$ cat config.mk
export PLATFORM = sky130hd
export DESIGN_NAME = nway_tlc
export DESIGN_NICKNAME = d
export VERILOG_FILES = /design/src/rtl/nway_tlc.sv
export SDC_FILE = /design/constraint.sdc
export NUM_CORES = 1
export LEC_CHECK = 0
export BUFFER_PORTS_ARGS = -buffer_cell sky130_fd_sc_hd__buf_4
export CAP_MARGIN = 10
export CORE_MARGIN = 3
export CORE_UTILIZATION = 40
export CTS_CLUSTER_DIAMETER = 50
export DETAILED_ROUTE_END_ITERATION = 7
export GPL_TIMING_DRIVEN = 0
export PLACE_DENSITY_LB_ADDON = 0.2
export SLEW_MARGIN = 20
export SYNTH_ARGS = -nofsm -noshare
export SYNTH_HDL_FRONTEND = slang
export SYNTH_SLANG_ARGS = --single-unit
$ cat constraint.sdc
create_clock -name clk -period 3.08 [get_ports clk]
set_input_delay 0 -clock clk [delete_from_list [all_inputs] [get_ports clk]]
set_output_delay 0 -clock clk [all_outputs]
set_load 0.005 [all_outputs]
$ cat src/rtl/nway_tlc.sv
// N-approach round-robin traffic-light controller: green, yellow and all-red per approach.
// Define TLC_SKIP_EN to skip approaches whose req bit is clear at the all-red exit.
module nway_tlc #(
    parameter int N_WAY    = 4,
    parameter int GREEN_T  = 8,
    parameter int YELLOW_T = 2,
    parameter int ALLRED_T = 1,
    parameter int CNT_W    = 8
) (
    input  logic                       clk,
    input  logic                       rst,
    input  logic [N_WAY-1:0]           req,
    output logic [2*N_WAY-1:0]         lamp,
    output logic [$clog2(N_WAY)-1:0]   cur_way,
    output logic [1:0]                 phase
);

    localparam int WW = $clog2(N_WAY);
    localparam longint MAX_T = longint'(1) << CNT_W;
    localparam logic [CNT_W-1:0] G_LD = CNT_W'(GREEN_T - 1);
    localparam logic [CNT_W-1:0] Y_LD = CNT_W'(YELLOW_T - 1);
    localparam logic [CNT_W-1:0] A_LD = CNT_W'(ALLRED_T - 1);
    localparam logic [CNT_W-1:0] T_ZERO = {CNT_W{1'b0}};
    localparam logic [CNT_W-1:0] T_ONE = {{(CNT_W-1){1'b0}}, 1'b1};
    localparam logic [WW-1:0] LAST_WAY = WW'(N_WAY - 1);
    localparam logic [WW-1:0] FIRST_WAY = {WW{1'b0}};
    localparam logic [WW-1:0] WAY_ONE = {{(WW-1){1'b0}}, 1'b1};
    localparam logic [2*N_WAY-1:0] ALL_RED_L = {N_WAY{2'b10}};

    typedef enum logic [1:0] {
        PH_GREEN  = 2'b00,
        PH_YELLOW = 2'b01,
        PH_ALLRED = 2'b10
    } phase_e;

    generate
        if (N_WAY < 2 || N_WAY > 16) begin : g_bad_nway
            $error("nway_tlc: N_WAY must be in 2..16");
        end
        if (CNT_W < 1 || CNT_W > 62) begin : g_bad_cntw
            $error("nway_tlc: CNT_W out of range");
        end
        if (GREEN_T < 1 || longint'(GREEN_T) > MAX_T) begin : g_bad_green
            $error("nway_tlc: GREEN_T must be in 1..2^CNT_W");
        end
        if (YELLOW_T < 1 || longint'(YELLOW_T) > MAX_T) begin : g_bad_yellow
            $error("nway_tlc: YELLOW_T must be in 1..2^CNT_W");
        end
        if (ALLRED_T < 1 || longint'(ALLRED_T) > MAX_T) begin : g_bad_allred
            $error("nway_tlc: ALLRED_T must be in 1..2^CNT_W");
        end
    endgenerate

    phase_e             state_r;
    logic [WW-1:0]      way_r;
    logic [CNT_W-1:0]   tmr_r;
    logic [2*N_WAY-1:0] lamp_r;
    logic [WW-1:0]      next_way_s;
    logic               found_s;

    // Every approach RED except `w`, which shows `code`.
    function automatic logic [2*N_WAY-1:0] lamp_for(input logic [WW-1:0] w, input logic [1:0] code);
        logic [2*N_WAY-1:0] v;
        v = ALL_RED_L;
        for (int i = 0; i < N_WAY; i++) begin
            if (i == int'(w)) begin
                v[2*i +: 2] = code;
            end else begin
                v[2*i +: 2] = 2'b10;
            end
        end
        return v;
    endfunction

`ifdef TLC_SKIP_EN
    logic [WW-1:0] idx_s;

    // Demand search: cur_way+1 upward with wrap, cur_way itself checked last.
    always_comb begin
        next_way_s = way_r;
        found_s    = 1'b0;
        idx_s      = way_r;
        for (int k = 0; k < N_WAY; k++) begin
            idx_s = (idx_s == LAST_WAY) ? FIRST_WAY : idx_s + WAY_ONE;
            if (!found_s && req[idx_s]) begin
                found_s    = 1'b1;
                next_way_s = idx_s;
            end else begin
                found_s    = found_s;
            end
        end
    end
`else
    logic req_unused_s;
    assign req_unused_s = ^req;

    // Fixed rotation with explicit wrap so non-power-of-two counts work.
    always_comb begin
        found_s = 1'b1;
        if (way_r == LAST_WAY) begin
            next_way_s = FIRST_WAY;
        end else begin
            next_way_s = way_r + WAY_ONE;
        end
    end
`endif

    // Phase FSM; lamp code is registered alongside the state so both change together.
    always_ff @(posedge clk or posedge rst) begin
        if (rst) begin
            state_r <= PH_ALLRED;
            way_r   <= LAST_WAY;
            tmr_r   <= A_LD;
            lamp_r  <= ALL_RED_L;
        end else begin
            case (state_r)
                PH_ALLRED: begin
                    if (tmr_r == T_ZERO) begin
                        if (found_s) begin
                            state_r <= PH_GREEN;
                            way_r   <= next_way_s;
                            tmr_r   <= G_LD;
                            lamp_r  <= lamp_for(next_way_s, 2'b00);
                        end else begin
                            tmr_r   <= T_ZERO;
                        end
                    end else begin
                        tmr_r <= tmr_r - T_ONE;
                    end
                end
                PH_GREEN: begin
                    if (tmr_r == T_ZERO) begin
                        state_r <= PH_YELLOW;
                        tmr_r   <= Y_LD;
                        lamp_r  <= lamp_for(way_r, 2'b01);
                    end else begin
                        tmr_r <= tmr_r - T_ONE;
                    end
                end
                PH_YELLOW: begin
                    if (tmr_r == T_ZERO) begin
                        state_r <= PH_ALLRED;
                        tmr_r   <= A_LD;
                        lamp_r  <= ALL_RED_L;
                    end else begin
                        tmr_r <= tmr_r - T_ONE;
                    end
                end
                default: begin
                    state_r <= PH_ALLRED;
                    tmr_r   <= A_LD;
                    lamp_r  <= ALL_RED_L;
                end
            endcase
        end
    end

    assign lamp    = lamp_r;
    assign cur_way = way_r;
    assign phase   = state_r;

endmodule

# ---- After elaboration in Yosys (flattened, before gate mapping)
# Cells that the tools add are included.
dict set report classes {
  n_reduce_logical 6
  add_sub_neg 2
  n_mux 21
  eq_ne 12
}
# cell count
set ops {}
lappend ops {{$mux W8} 6}
lappend ops {{$pmux W8 S3} 2}
lappend ops {{$mux W2} 12}
lappend ops {{$eq A2 B2 Y1 const A} 4}
lappend ops {{$logic_not A8 Y1} 1}
lappend ops {{$sub A8 B1 Y8 const B} 1}
lappend ops {{$logic_not A2 Y1} 3}
lappend ops {{$ne A2 B2 Y1 const B} 3}
lappend ops {{$pmux W2 S3} 1}
lappend ops {{$eq A1 B2 Y1 const A} 2}
lappend ops {{$eq A2 B2 Y1 const B} 2}
lappend ops {{$reduce_and A3 Y1} 1}
lappend ops {{$add A2 B1 Y2 const B} 1}
lappend ops {{$eq A2 B1 Y1 const B} 1}
lappend ops {{$reduce_and A2 Y1} 1}
dict set report word_totals {
  ff_bits 20
  input_bits 6
  wordCells 45
  output_inout_bits 12
}

# ---- Longest topological paths before layout
dict set report logic_depth {
  depth_word 6
  depth_mapped 6
  depth_no_buf 5
}

# ---- Worst setup path before layout
# OpenSTA, ideal clock, no wires.
dict set report synth_path {
  path_kind {flip-flop to flip-flop}
  startpoint {register tmr_r[0]}
  endpoint {register state_r[1] (netlist: phase[1])}
  setup_slack_ns 1.262
  setup_time_ns 0.082
  n_path_buf 1
  period_less_slack_ns 1.818
  t_arrival_ns 1.736
  stages_incl_launch_ff 7
  required_time_ns 2.998
  cell_sequence {dfrtp_1 > inv_1 > ha_1 > or3b_2 > clkbuf_1 > nor2_1 > mux2_2}
}
dict set report synth_between {
  elab_chain_cells 3
  elab_cells_between_ends 5
  classes_between {eq/ne: 3; reduce/logical: 2}
}
# element line
set synth_lines {}
lappend synth_lines {{from (decl)} 56} ;# logic [CNT_W-1:0] tmr_r;
lappend synth_lines {{from (signal assigned)} 128} ;# tmr_r <= tmr_r - T_ONE;
lappend synth_lines {{from (signal assigned)} 137} ;# tmr_r <= tmr_r - T_ONE;
lappend synth_lines {{from (signal assigned)} 146} ;# tmr_r <= tmr_r - T_ONE;
lappend synth_lines {{$logic_not A8 Y1 (*)} {118, 132, 141}}
lappend synth_lines {{$ne A2 B2 Y1 (no source line)} -}
lappend synth_lines {{$reduce_and A3 Y1 (no source line) (*)} -}
lappend synth_lines {{to (signal assigned)} 120} ;# state_r <= PH_GREEN;
lappend synth_lines {{to (signal assigned)} 133} ;# state_r <= PH_YELLOW;
lappend synth_lines {{to (signal assigned)} 142} ;# state_r <= PH_ALLRED;
lappend synth_lines {{to (decl)} 54} ;# phase_e state_r;
# Every way passes the cells marked *; elsewhere a longest branch is shown, timed or not.
# A chain may end at the register's enable or synchronous reset.

# ---- Final worst setup path
dict set report layout_path {
  startpoint {register tmr_r[0]}
  endpoint {register lamp_r[4] (netlist: lamp[4])}
}
dict set report layout_between {
  elab_chain_cells 3
  elab_cells_between_ends 5
  classes_between {eq/ne: 3; reduce/logical: 2}
}
# element line
set layout_lines {}
lappend layout_lines {{$logic_not A8 Y1 (*)} {118, 132, 141}}
lappend layout_lines {{$ne A2 B2 Y1 (no source line)} -}
lappend layout_lines {{$reduce_and A3 Y1 (no source line) (*)} -}
lappend layout_lines {{to (signal assigned)} 123} ;# lamp_r <= lamp_for(next_way_s, 2'b00);
lappend layout_lines {{to (signal assigned)} 135} ;# lamp_r <= lamp_for(way_r, 2'b01);
lappend layout_lines {{to (decl)} 57} ;# logic [2*N_WAY-1:0] lamp_r;
# Marks and branches as above.

==> results.json <==
{
  "outcome": "complete, no violations",
  "cts_buffer_depth": 2,
  "slew_viol_final": 0,
  "seq_area_frac_synth": 0.456,
  "rsz0062_at_grt": "false",
  "r2r_slack_ns": 0.95,
  "ctsResizeCount": 0,
  "nets": 142,
  "p_leak_nw": 0.550,
  "yosys.area_share.simple": 0.156,
  "fin_worst_skew_ns": 0.00201,
  "worst_slew_pin_slew_ns": 0.741,
  "viasPerCell": 5.62,
  "register_area_um2": 509,
  "vias": 893,
  "gp_congestion": 0.786,
  "dr.pass1.iters": 4,
  "finalCriticalPeriod_ns": 2.13,
  "relSlewSlack": 0.505,
  "cts_tree": "done",
  "multi_input_area_um2": 531,
  "row_count": 18,
  "setup_viol": 0,
  "ant_nets": 0,
  "cts_buffers": 3,
  "antenna_found_initial": 0,
  "finalSetupTns_ns": 0,
  "synth_xor_area_frac": 0.0157,
  "cts_root_buffer": "clkbuf_4",
  "hp-class": "in -> async",
  "synth-seq-cells": 20,
  "synth-compound-area-share": 0.170,
  "io_buffers": 13,
  "p_comb_frac": 0.014,
  "critPathKind": "reg -> reg",
  "p_per_area_nw_per_um2": 372,
  "p_clk_frac": 0.448,
  "yosys.cell_types.count": 31,
  "hold_viol_final": 0,
  "postSynthCellCount": 111,
  "p_sw_frac": 0.189,
  "syn2layout_area_growth_pct": 17.7,
  "die_width_um": 58.8,
  "grt_max_degree": 21,
  "die_h_um": 58.8,
  "r2r_cells": 6,
  "max_freq_mhz": 470,
  "diodes": 0,
  "syn_avg_cell_area_um2": 10.1,
  "critPathRequiredTime_ns": 3.31,
  "routedWlPerCell_um": 14.6,
  "num-fill-cells": 252,
  "syn_area_um2": 1120,
  "first_global_vias": 881,
  "worstPathMaxFanout": 10,
  "power_mw": 0.489,
  "start_util": 0.435,
  "worstSetupStartpointType": "flip-flop",
  "yosysWarnings": 0,
  "p_seq_frac": 0.538,
  "wirelength_um": 2320,
  "drtIter0Drc": 33,
  "power.internal_mw": 0.396,
  "clk_pin_slew_worst_paths_ns": 0.12,
  "synth_top_family_by_area": "compound AO/OA/AOI/OAI gates",
  "clkLatencyLatePin_ns": 0.31,
  "post-route-period-util": 0.691,
  "h-tree-depth": 1,
  "core-area_um2": 2570,
  "worst_setup_path_end_kind": "flip-flop",
  "cts.sinks": 20,
  "synthMuxAreaShare": 0.0661,
  "vdd_drop_max_mv": 0.247,
  "r2r_start": "tmr_r[0]",
  "drc": 0,
  "crit_arrival_ns": 2.35,
  "io_pins": 18,
  "grt.overflow.total": 0,
  "drive_gt1_frac": 0.271,
  "synth_nets": 123,
  "dieArea_um2": 3460,
  "p_sw_mw": 0.0926,
  "reg2reg_to": "lamp[4]",
  "synth-adder-area-share": 0.0673,
  "hpwl_um": 1680,
  "drv_cap": 0,
  "grt_pass1_wl_um": 4190,
  "grt_usage": 0.158
}
==> Yosys cell counts <==
| master | number | area, um2 |
|---|---|---|
| mux2_2 | 3 | 33.8 |
| or3_1 | 1 | 6.26 |
| nor4_1 | 1 | 6.26 |
| or3b_2 | 5 | 43.8 |
| inv_1 | 10 | 37.5 |
| or4_1 | 3 | 22.5 |
| a221o_1 | 4 | 40.0 |
| mux2i_1 | 4 | 40.0 |
| clkbuf_1 | 5 | 18.8 |
| nor3b_1 | 2 | 15.0 |
| a21boi_0 | 1 | 7.51 |
| buf_2 | 1 | 5.00 |
| nand4b_1 | 1 | 8.76 |
| buf_1 | 1 | 3.75 |
| o31ai_1 | 2 | 15.0 |
| a211oi_1 | 1 | 7.51 |
| buf_6 | 1 | 11.3 |
| and2_1 | 1 | 6.26 |
| o21ai_0 | 11 | 55.1 |
| or4_4 | 1 | 11.3 |
| o41ai_1 | 1 | 8.76 |
| nand2_1 | 2 | 7.51 |
| nor3_1 | 6 | 30.0 |
| ha_1 | 6 | 75.1 |
| a21oi_1 | 10 | 50.1 |
| xnor2_1 | 2 | 17.5 |
| dfrtp_1 | 13 | 325 |
| a31oi_1 | 1 | 6.26 |
| nor2_1 | 3 | 11.3 |
| nand3_1 | 1 | 5.00 |
| dfstp_2 | 7 | 184 |
==> worst max-delay path, stage by stage, from the launching register on <==
cell and delay, ns:
dfrtp_1 0.45, inv_1 0.10, ha_1 0.18, nor3b_1 0.40, clkbuf_1 0.41, nand2_1 0.25, o21ai_0 0.25
==> timing repair <==
action | 4_1_cts | 5_1_grt
buffers inserted | 0 | 0
endpoints found under the hold margin | 13 | 0
hold buffers | 1 | 0
endpoints found under the setup margin | 0 | 0
==> cells by family after synthesis <==
kind of cell	count (synthesis)
xor+xnor	2
mux	7
fa+ha+maj	6
flops	20
buf+inv	18
simple gates	27
compound gates	31
==> cell usage in the layout (no fill, tap or decap), types with 4 or more instances in the layout <==
cell type / synthesis / layout
mux2i_1: 4 / 4
buf_4: 0 / 13
ha_1: 6 / 6
or3b_2: 5 / 5
o21ai_0: 11 / 11
a221o_1: 4 / 4
inv_1: 10 / 10
dfrtp_1: 13 / 13
dfstp_2: 7 / 7
clkbuf_1: 5 / 5
nor3_1: 6 / 6
a21oi_1: 10 / 10
==> power by group through the flow <==
| stage | logic (mW) | registers [mW] | clock network (mW) |
|---|---|---|---|
| CTS | 0.00748 | 0.263 | 0.227 |
| finish | 0.00680 | 0.263 | 0.219 |
| global placement | 0.00623 | 0.268 | 0 |
| floorplan | 0.00386 | 0.268 | 0 |
| global route | 0.00844 | 0.263 | 0.242 |
| detailed placement | 0.00648 | 0.268 | 0 |
==> routing by layer <==
layer | global-route usage | share of wire | up-vias
li1 | - | - | 438
met1 | 0.227 | 0.51 | 437
met2 | 0.233 | 0.44 | 14
met5 | 0 | 0 | -
met4 | 0.0680 | 0.020 | 0
met3 | 0.0263 | 0.033 | 4
==> cell type report <==
class | instances | share of cell area
Multi-Input combinational cell | 73 | 0.404
Sequential cell | 20 | 0.388
Timing Repair Buffer | 14 | 0.0819
Buffer | 8 | 0.0295
Inverter | 10 | 0.0286
Tap cell | 30 | 0.0286
Clock inverter | 1 | 0.0229
Clock buffer | 3 | 0.0171
==> registers in the layout, summed over array words and instances, names as in the netlist <==
register and cells:
cur_way 2, phase 2, lamp 8, tmr_r 8
==> per-stage QoR <==
| stage | setup WS, ns | hold slack (ns) | util | instance area [um2] | instances |
|---|---|---|---|---|---|
| floorplan | 1.26 | -0.0414 | - | 1120 | 111 |
| global placement | 0.993 | 0.175 | 0.487 | 1250 | 154 |
| detailed placement | 0.964 | 0.190 | 0.487 | 1250 | 154 |
| CTS | 0.932 | 0.392 | 0.512 | 1310 | 159 |
| global route | 0.697 | 0.446 | 0.512 | 1310 | 159 |
| finish | 0.953 | 0.363 | 0.512 | 1310 | 159 |
==> how the worst max path moves through the flow <==
stage | startpoint | endpoint | slack (ns) | cells after the start
6_report | tmr_r[0] | lamp[4] | 0.95 | 6
5_1_grt | tmr_r[0] | tmr_r[0] | 0.70 | 6
4_1_cts | tmr_r[0] | lamp[4] | 0.93 | 6
3_5_place_dp | tmr_r[0] | lamp[4] | 0.96 | 6
3_3_place_gp | tmr_r[0] | lamp[2] | 0.99 | 6
2_1_floorplan | tmr_r[0] | phase[1] | 1.26 | 6
(Power assumes the default switching activity.)
